<file path="src/rtl/ccd_pkg.sv">
// Shared defaults for the ccd single-entry mailbox register.
// Holds the default word width, synchronizer depth and the data reset value.
package ccd_pkg;

    localparam int CCD_WIDTH       = 8;
    localparam int CCD_SYNC_STAGES = 2;

    localparam logic [CCD_WIDTH-1:0] CCD_DATA_RST = '0;

endpackage : ccd_pkg

</file>
<file path="src/rtl/ccd_sync_bit.sv">
// Single-bit flop chain with async active-low reset.
// Carries a handshake toggle between the write side and the read side.
module ccd_sync_bit #(
    parameter int STAGES = 2
) (
    input  logic clk,
    input  logic reset_n,
    input  logic d,
    output logic q
);

    logic [STAGES-1:0] chain;

    always_ff @(posedge clk or negedge reset_n) begin
        if (!reset_n) begin
            chain <= '0;
        end else begin
            for (int i = STAGES - 1; i > 0; i--) begin
                chain[i] <= chain[i-1];
            end
            chain[0] <= d;
        end
    end

    assign q = chain[STAGES-1];

endmodule : ccd_sync_bit

</file>
<file path="src/rtl/ccd_register_sc.sv">
// Single-entry mailbox: one word moves from producer to consumer over a
// toggle req/ack handshake whose latency matches a clock-crossing register.
module ccd_register_sc
    import ccd_pkg::*;
#(
    parameter int WIDTH       = CCD_WIDTH,
    parameter int SYNC_STAGES = CCD_SYNC_STAGES
) (
    input  logic             clk,
    input  logic             reset_n,
    input  logic             we,
    input  logic [WIDTH-1:0] din,
    output logic             busy,
    input  logic             re,
    output logic [WIDTH-1:0] dout,
    output logic             ready
);

    localparam logic [WIDTH-1:0] DATA_RST = WIDTH'(CCD_DATA_RST);

    logic [WIDTH-1:0] data_q;
    logic             req_t;
    logic             ack_t;
    logic             req_sync;
    logic             ack_sync;
    logic             req_seen;
    logic             ack_seen;
    logic             wr_acc;
    logic             rd_acc;
    logic             req_evt;
    logic             ack_evt;

    assign wr_acc  = we & ~busy;
    assign rd_acc  = re & ready;
    assign req_evt = req_sync ^ req_seen;
    assign ack_evt = ack_sync ^ ack_seen;

    ccd_sync_bit #(.STAGES(SYNC_STAGES)) u_req_sync (
        .clk     (clk),
        .reset_n (reset_n),
        .d       (req_t),
        .q       (req_sync)
    );

    ccd_sync_bit #(.STAGES(SYNC_STAGES)) u_ack_sync (
        .clk     (clk),
        .reset_n (reset_n),
        .d       (ack_t),
        .q       (ack_sync)
    );

    // Write side: capture, raise request, wait for the acknowledge to return.
    always_ff @(posedge clk or negedge reset_n) begin
        if (!reset_n) begin
            data_q   <= DATA_RST;
            req_t    <= 1'b0;
            busy     <= 1'b0;
            ack_seen <= 1'b0;
        end else begin
            ack_seen <= ack_sync;
            if (wr_acc) begin
                data_q <= din;
                req_t  <= ~req_t;
                busy   <= 1'b1;
            end else if (ack_evt) begin
                busy <= 1'b0;
            end
        end
    end

    // Read side: a request edge delivers the word; a read hands back the ack.
    always_ff @(posedge clk or negedge reset_n) begin
        if (!reset_n) begin
            dout     <= DATA_RST;
            ready    <= 1'b0;
            ack_t    <= 1'b0;
            req_seen <= 1'b0;
        end else begin
            req_seen <= req_sync;
            if (req_evt) begin
                dout  <= data_q;
                ready <= 1'b1;
            end else if (rd_acc) begin
                ready <= 1'b0;
                ack_t <= ~ack_t;
            end
        end
    end

endmodule : ccd_register_sc

</file>
<file path="config.mk">
export PLATFORM = sky130hd
export DESIGN_NAME = ccd_register_sc
export DESIGN_NICKNAME = d
export VERILOG_FILES = /design/src/rtl/ccd_pkg.sv /design/src/rtl/ccd_sync_bit.sv /design/src/rtl/ccd_register_sc.sv
export SDC_FILE = /design/constraint.sdc
export NUM_CORES = 1
export LEC_CHECK = 0
export ABC_CLOCK_PERIOD_IN_PS = 2500
export CAP_MARGIN = 20
export CORE_MARGIN = 2
export CORE_UTILIZATION = 50
export CTS_CLUSTER_DIAMETER = 200
export CTS_CLUSTER_SIZE = 16
export DETAILED_ROUTE_END_ITERATION = 12
export PLACE_DENSITY = 0.8
export SLEW_MARGIN = 20
export SYNTH_ARGS = -nofsm -noshare
export SYNTH_HDL_FRONTEND = slang
export SYNTH_SLANG_ARGS = --single-unit
</file>
<file path="constraint.sdc">
create_clock -name clk -period 2.5 [get_ports clk]
set_input_delay 0.625 -clock clk [delete_from_list [all_inputs] [get_ports clk]]
set_output_delay 0.625 -clock clk [all_outputs]
set_load 0.01 [all_outputs]
</file>
Word-level counts from Yosys, hierarchy flattened
Index checks and enable logic that the tools add are counted.
{"block": "word_totals", "reg_bits": 26}
{"block": "op_classes", "n_mux": 4, "bitwise": 8, "reduce_logical": 3}
{"operator": "2-to-1 mux 1 bit", "count": 4}
{"operator": "NOT 1 bit", "count": 4}
{"operator": "nonzero test 2 bit", "count": 2}
{"operator": "AND 1 bit", "count": 2}
{"operator": "AND reduction 2 bit", "count": 1}
{"operator": "XOR 1 bit", "count": 2}

Longest topological paths before layout
Gate-level depths: netlist of the first run.
{"block": "depth", "word_depth": 3, "depth_mapped": 3}

Hierarchy
Synthesis of the first run repeated with hierarchy kept, for this count alone.
{"block": "hier_totals", "hier_cells": 52, "hier_area_um2": 917.1}
{"mod": "ccd_register_sc", "instances": 1, "cells_each": 48, "area_each_um2": 817.0, "seq_area_each_um2": 550.5}
{"mod": "ccd_sync_bit", "instances": 2, "cells_each": 2, "area_each_um2": 50.0, "seq_area_each_um2": 50.0}

Worst setup path before layout of the first run
OpenSTA, ideal clock, no wires.
{"block": "synth_path", "kind": "input port to flip-flop", "startpoint": "input we", "endpoint": "register data_q[0]", "setup_ns": 0.125, "t_arrival_ns": 1.265, "required_ns": 2.375, "path_slack_ns": 1.110, "stages": 3, "n_path_buf": 1, "cell_sequence": "nor2b_1 buf_2 mux2_2"}
{"block": "synth_between", "elab_chain_len": 1}
{"element": "from (decl)", "line": "ccd_register_sc.sv:11", "text": "input logic we,"}
{"element": "AND 1 bit", "line": "ccd_register_sc.sv:33", "text": "assign wr_acc = we & ~busy;"}
{"element": "to (signal assigned)", "line": "ccd_register_sc.sv:62", "text": "data_q <= din;"}
{"element": "to (decl)", "line": "ccd_register_sc.sv:21", "text": "logic [WIDTH-1:0] data_q;"}
No other way between the ends.
A chain may end at the register's enable or synchronous reset.

Worst setup path after layout of the first run
{"block": "layout_path", "startpoint": "register ready", "endpoint": "output ready"}
{"element": "from (decl)", "line": "ccd_register_sc.sv:16", "text": "output logic ready"}
{"element": "from (signal assigned)", "line": "ccd_register_sc.sv:75", "text": "ready <= 1'b0;"}
{"element": "from (signal assigned)", "line": "ccd_register_sc.sv:82", "text": "ready <= 1'b1;"}
{"element": "from (signal assigned)", "line": "ccd_register_sc.sv:84", "text": "ready <= 1'b0;"}
No word-level cell between the ends.

==> results of run 1 <==
## registers in the layout, summed over array words and instances, names as in the netlist
signal	cells
dout	8
data_q	8
ack_seen	1
ack_t	1
u_ack_sync.chain	2
ready	1
req_seen	1
u_req_sync.chain	2
busy	1
req_t	1
## where the power goes
part,leakage (nW),switching [mW],internal (mW)
clock,0.0210,0.120,0.0891
combinational,0.234,0.304,0.344
sequential,0.307,0.130,0.640
## cell usage after synthesis
library cell  instances  area share
xor2_1                1      0.0094
dfrtp_1              26        0.70
buf_2                 1      0.0054
o21ai_0               1      0.0054
nor2b_1               1      0.0068
xnor2_1               2       0.019
xor2_2                1       0.018
nand2_1              24       0.097
a21o_1                1      0.0081
xnor2_2               1       0.018
mux2_2                8       0.097
inv_1                 1      0.0040
nand3_2               1       0.011
## metrics by stage
stage / setup slack (ns) / instance area [µm²]
floorplan: 1.11 / 927
global placement: 0.653 / 1180
detailed placement: 0.617 / 1180
CTS: 0.596 / 1210
global route: 0.560 / 1210
finish: 0.610 / 1210
## cell families (layout without fill, tap and decap cells)
kind of cell    Yosys count  in the layout  synth area share
flops                    26             26             0.702
simple gates             26             26             0.115
compound gates            2              2            0.0135
buf+inv                   2             28           0.00944
mux                       8              8            0.0972
xor+xnor                  5              5            0.0634
## cell type report
cell class	count	area, µm²
flip-flops and latches	26	651
fillers	145	512
multi-input cells	41	268
repair buffers	23	225
clock buffers	4	36.3
well taps	25	31.3
inverters	1	3.75
## layer usage
layer / vias to the layer above / GRT usage / share of wire
li1: 271 / - / -
met1: 284 / 0.179 / 0.41
met2: 15 / 0.279 / 0.53
met3: 5 / 0.0346 / 0.034
met4: 0 / 0.117 / 0.026
met5: - / 0 / 0
## how the worst max path moves through the flow
stage / end / depth (start not counted)
after floorplan: data_q[0] / 3
after global placement: data_q[6] / 4
after detailed placement: data_q[3] / 4
after CTS: ready / 1
after global routing: ready / 1
final: ready / 1
==> out/qor.csv, run 1 <==
metric,value,unit
status,"finished, final reports clean",
ys_warn_count,0,
die_w,47.1,µm
drive_above_1_share,0.179,
finalSetupViolCount,0,
timing_hold_violations_final,0,
ir_drop,0.683,mV
avgSynthCellArea,13.4,µm²
crit_arrival,1.26,ns
drcViolationCount,0,
final_common_cell,dfrtp_1,
antenna_cells,0,
postCtsSetupBuffers,0,
hold_class,register to register,
core,1730,µm²
fin_crit,1.89,ns
fin_crit_sh,0.756,
syn_to_final_growth,31.0,%
seq_area_frac_synth,0.702,
clock.fmax,0.529,GHz
portBuffers,21,
reg2reg_slack,1.21,ns
path_max_fanout,3,
worst_slew_pin_slew,0.515,ns
crit_path_end_kind,primary output,
holdBufCountCts,0,
power_leakage,0.562,nW
final_cell_mix,"dfrtp_1, nand2_1, clkdlybuf4s50_1",
stdcell_count,120,
power_density,1340,nW/µm²
whs,0.366,ns
via_count,575,
ys_ff_latch,26,
cts.sinks,26,
path_class,register to primary output,
cp_num_buf_inv,1,
dp_cells,116,
first_global_vias,570,
grt.total_usage,0.163,
cts.htree.levels,1,
worstHoldStart,u_ack_sync.chain[0],
firstDrtPassIters,2,
cap_violations,0,
grt_pass1_wl,2370,µm
cts_root_buffer,clkbuf_4,
r2r_start,req_seen,
cts_tree,built,
clock_path_buffers,2,
netlist_area,927,µm²
die_h,47.1,µm
relSlewSlack,0.655,
cp_data_required_time,1.88,ns
viasPerCell,4.79,
synth_nets,81,
gp_congestion,0.699,
crit_family,buffers and inverters,
cts_buffers,3,
fin_nets,108,
die_area,2210,µm²
finish.utilization,0.704,
r2r_end,ack_t,
grt_setup_unrepaired,false,
cp_slowest_cell,clkdlybuf4s50_1,
dp_hpwl,1100,µm
initialDrtViolationCount,9,
drt_wl_total,1520,µm
crit_start,ready,
std_cell_rows,15,
reg2reg_depth,3,
postRouteAntennaNets,0,
initial_core_util,0.537,
clk_latency,0.32,ns
crit_chain,clkdlybuf4s50_1,
synthCells,69,
whs_path_depth,0,
top_level_ports,22,
grt_antenna_before_repair,0,
synth_cell_type_count,13,
grt_max_degree,27,
grt_overflow_total,0,
tns,0,ns
skew,0.00249,ns
cp-start-kind,register,
avgRoutedWirePerCell,12.7,µm
power.total,1.63,mW
slew_viol_final,0,
min_to,u_ack_sync.chain[1],
cpPeakStageDelay,0.54,ns
cts_resized,0,
clkTransAtPathRegs,0.13,ns
(Power assumes the default switching activity.)
==> run 2: changes to the inputs <==
--- a/config.mk
+++ b/config.mk
@@ -5,14 +5,14 @@
 export SDC_FILE = /design/constraint.sdc
 export NUM_CORES = 1
 export LEC_CHECK = 0
-export ABC_CLOCK_PERIOD_IN_PS = 2500
+export ABC_CLOCK_PERIOD_IN_PS = 1900
 export CAP_MARGIN = 20
 export CORE_MARGIN = 2
-export CORE_UTILIZATION = 50
+export CORE_UTILIZATION = 47
 export CTS_CLUSTER_DIAMETER = 200
 export CTS_CLUSTER_SIZE = 16
 export DETAILED_ROUTE_END_ITERATION = 12
-export PLACE_DENSITY = 0.8
+export PLACE_DENSITY = 0.76
 export SLEW_MARGIN = 20
 export SYNTH_ARGS = -nofsm -noshare
 export SYNTH_HDL_FRONTEND = slang
==> constraint.sdc (replaced) <==
create_clock -name clk -period 1.9 [get_ports clk]
set_input_delay 0.475 -clock clk [delete_from_list [all_inputs] [get_ports clk]]
set_output_delay 0.475 -clock clk [all_outputs]
set_load 0.01 [all_outputs]
==> run 2 against run 1 <==
Non-clock buffer count did not move. Sequential power increased by 31%. First-iteration DRC count shrank 22%. Core utilization shrank 6.3 points. Clock power grew 27%. Critical path type unchanged. Critical endpoint unchanged. Largest cell class unchanged.
==> out/qor.csv, run 2 (same netlist as run 1, synthesis figures left out) <==
metric,value,unit,change
status,"finished, final reports clean",,
cp_slowest_cell,clkdlybuf4s50_1,,
cts_tree,built,,
crit_chain,clkdlybuf4s50_1,,
wl_met1,632,µm,+1.3%
std_cell_rows,16,,+1
cp-start-kind,register,,
grt_pass1_wl,2350,µm,-1.1%
worst_slew_pin_slew,0.497,ns,-0.0184 ns
grt_overflow_total,0,,unchanged
clock.fmax,0.582,GHz,
first_global_vias,538,,-5.6%
cap_violations,0,,unchanged
syn_to_final_growth,31.3,%,
clk_latency,0.30,ns,-0.02 ns
die_h,48.4,µm,+2.9%
grt.total_usage,0.135,,-0.0280
drive_above_1_share,0.179,,unchanged
crit_arrival,1.24,ns,-0.02 ns
cts_resized,0,,unchanged
cp_data_required_time,1.42,ns,-0.46 ns
topRoutingLayerUsed,met4,,
finish.utilization,0.640,,-0.0635
antenna_cells,0,,unchanged
route.met2.wl,645,µm,-20%
die_w,48.4,µm,+2.9%
die_area,2340,µm²,+5.8%
r2r_start,req_seen,,
cts_buffers,3,,unchanged
crit_path_end_kind,primary output,,
reg_top3,"data_q x8, dout x8",,
timing_hold_violations_final,0,,unchanged
power_density,1740,nW/µm²,+30%
final_common_cell,dfrtp_1,,
min_to,u_ack_sync.chain[1],,
drt_wl_total,1360,µm,-10%
postRouteAntennaNets,0,,unchanged
reg2reg_depth,3,,unchanged
reg2reg_slack,0.62,ns,-0.59 ns
grt_setup_unrepaired,false,,
finalSetupViolCount,0,,unchanged
gp_congestion,0.742,,+6.2%
ir_drop,0.857,mV,+26%
initial_core_util,0.487,,-0.0495
clock_path_buffers,2,,unchanged
core,1900,µm²,+10%
crit_family,buffers and inverters,,
hold_class,register to register,,
fin_nets,108,,unchanged
firstDrtPassIters,5,,+3
r2r_end,ack_t,,
via_count,559,,-2.8%
cts.sinks,26,,unchanged
clkTransAtPathRegs,0.13,ns,about the same
tns,0,ns,unchanged
drcViolationCount,0,,unchanged
placed_area,1180,µm²,+0.21%
path_max_fanout,3,,unchanged
dp_cells,118,,+1.7%
grt_antenna_before_repair,0,,unchanged
skew,0.00232,ns,-0.000170 ns
power_leakage,0.562,nW,unchanged
viasPerCell,4.58,,-4.4%
fillers,148,,+2.1%
holdBufCountCts,0,,unchanged
fin_crit,1.72,ns,
whs_path_depth,0,,unchanged
multi_input_area,268,µm²,unchanged
top_level_ports,22,,unchanged
grt_max_degree,27,,unchanged
final_cell_mix,"dfrtp_1, nand2_1, clkdlybuf4s50_1",,
avgRoutedWirePerCell,11.2,µm,-12%
slew_viol_final,0,,unchanged
dp_hpwl,1000,µm,-8.6%
path_class,register to primary output,,
final_area,1220,µm²,+0.21%
route.met3.wl,63,µm,+21%
cpPeakStageDelay,0.54,ns,about the same
relSlewSlack,0.667,,+0.0123
initialDrtViolationCount,7,,-2
worstHoldStart,u_ack_sync.chain[0],,
regArea,651,µm²,unchanged
cp_num_buf_inv,1,,unchanged
fin_crit_sh,0.905,,
cts_root_buffer,clkbuf_4,,
stdcell_count,122,,+1.7%
portBuffers,21,,unchanged
cts.htree.levels,1,,unchanged
postCtsSetupBuffers,0,,unchanged
==> run 2: cell counts in the layout (fill, tap and decap cells not counted) <==
Identical to the previous run, type by type.
==> run 2: worst max path at each step <==
stage | start | endpoint | slack, ns | cells after the start
2_1_floorplan | we | data_q[0] | 0.66 | 3
3_3_place_gp | we | data_q[1] | 0.20 | 4
3_5_place_dp | we | data_q[6] | 0.16 | 4
4_1_cts | ready | ready | 0.16 | 1
5_1_grt | ready | ready | 0.11 | 1
6_report | ready | ready | 0.18 | 1
==> run 2: layer usage <==
layer | vias up | GRT usage
li1 | 271 | -
met1 | 273 | 0.171
met2 | 13 | 0.215
met3 | 2 | 0.0370
met4 | 0 | 0.0714
met5 | - | 0
==> run 2: final cells by class <==
cell class	instances	area share
Clock buffer	4	0.0298
Inverter	1	0.00308
Multi-Input combinational cell	41	0.220
Sequential cell	26	0.534
Tap cell	27	0.0277
Timing Repair Buffer	23	0.185
==> run 2: per-stage QoR <==
stage / worst slack (ns) / hold slack (ns) / power (mW)
2_1_floorplan: 0.660 / 0.179 / 1.51
3_3_place_gp: 0.199 / 0.334 / 1.85
3_5_place_dp: 0.162 / 0.336 / 1.88
4_1_cts: 0.163 / 0.367 / 2.15
5_1_grt: 0.110 / 0.380 / 2.29
6_report: 0.181 / 0.365 / 2.11
==> run 2: power by group <==
group	total (mW)	internal [mW]	switching (mW)
sequential	1.01	0.843	0.165
combinational	0.841	0.453	0.388
clock	0.265	0.117	0.149
total	2.11	1.41	0.701
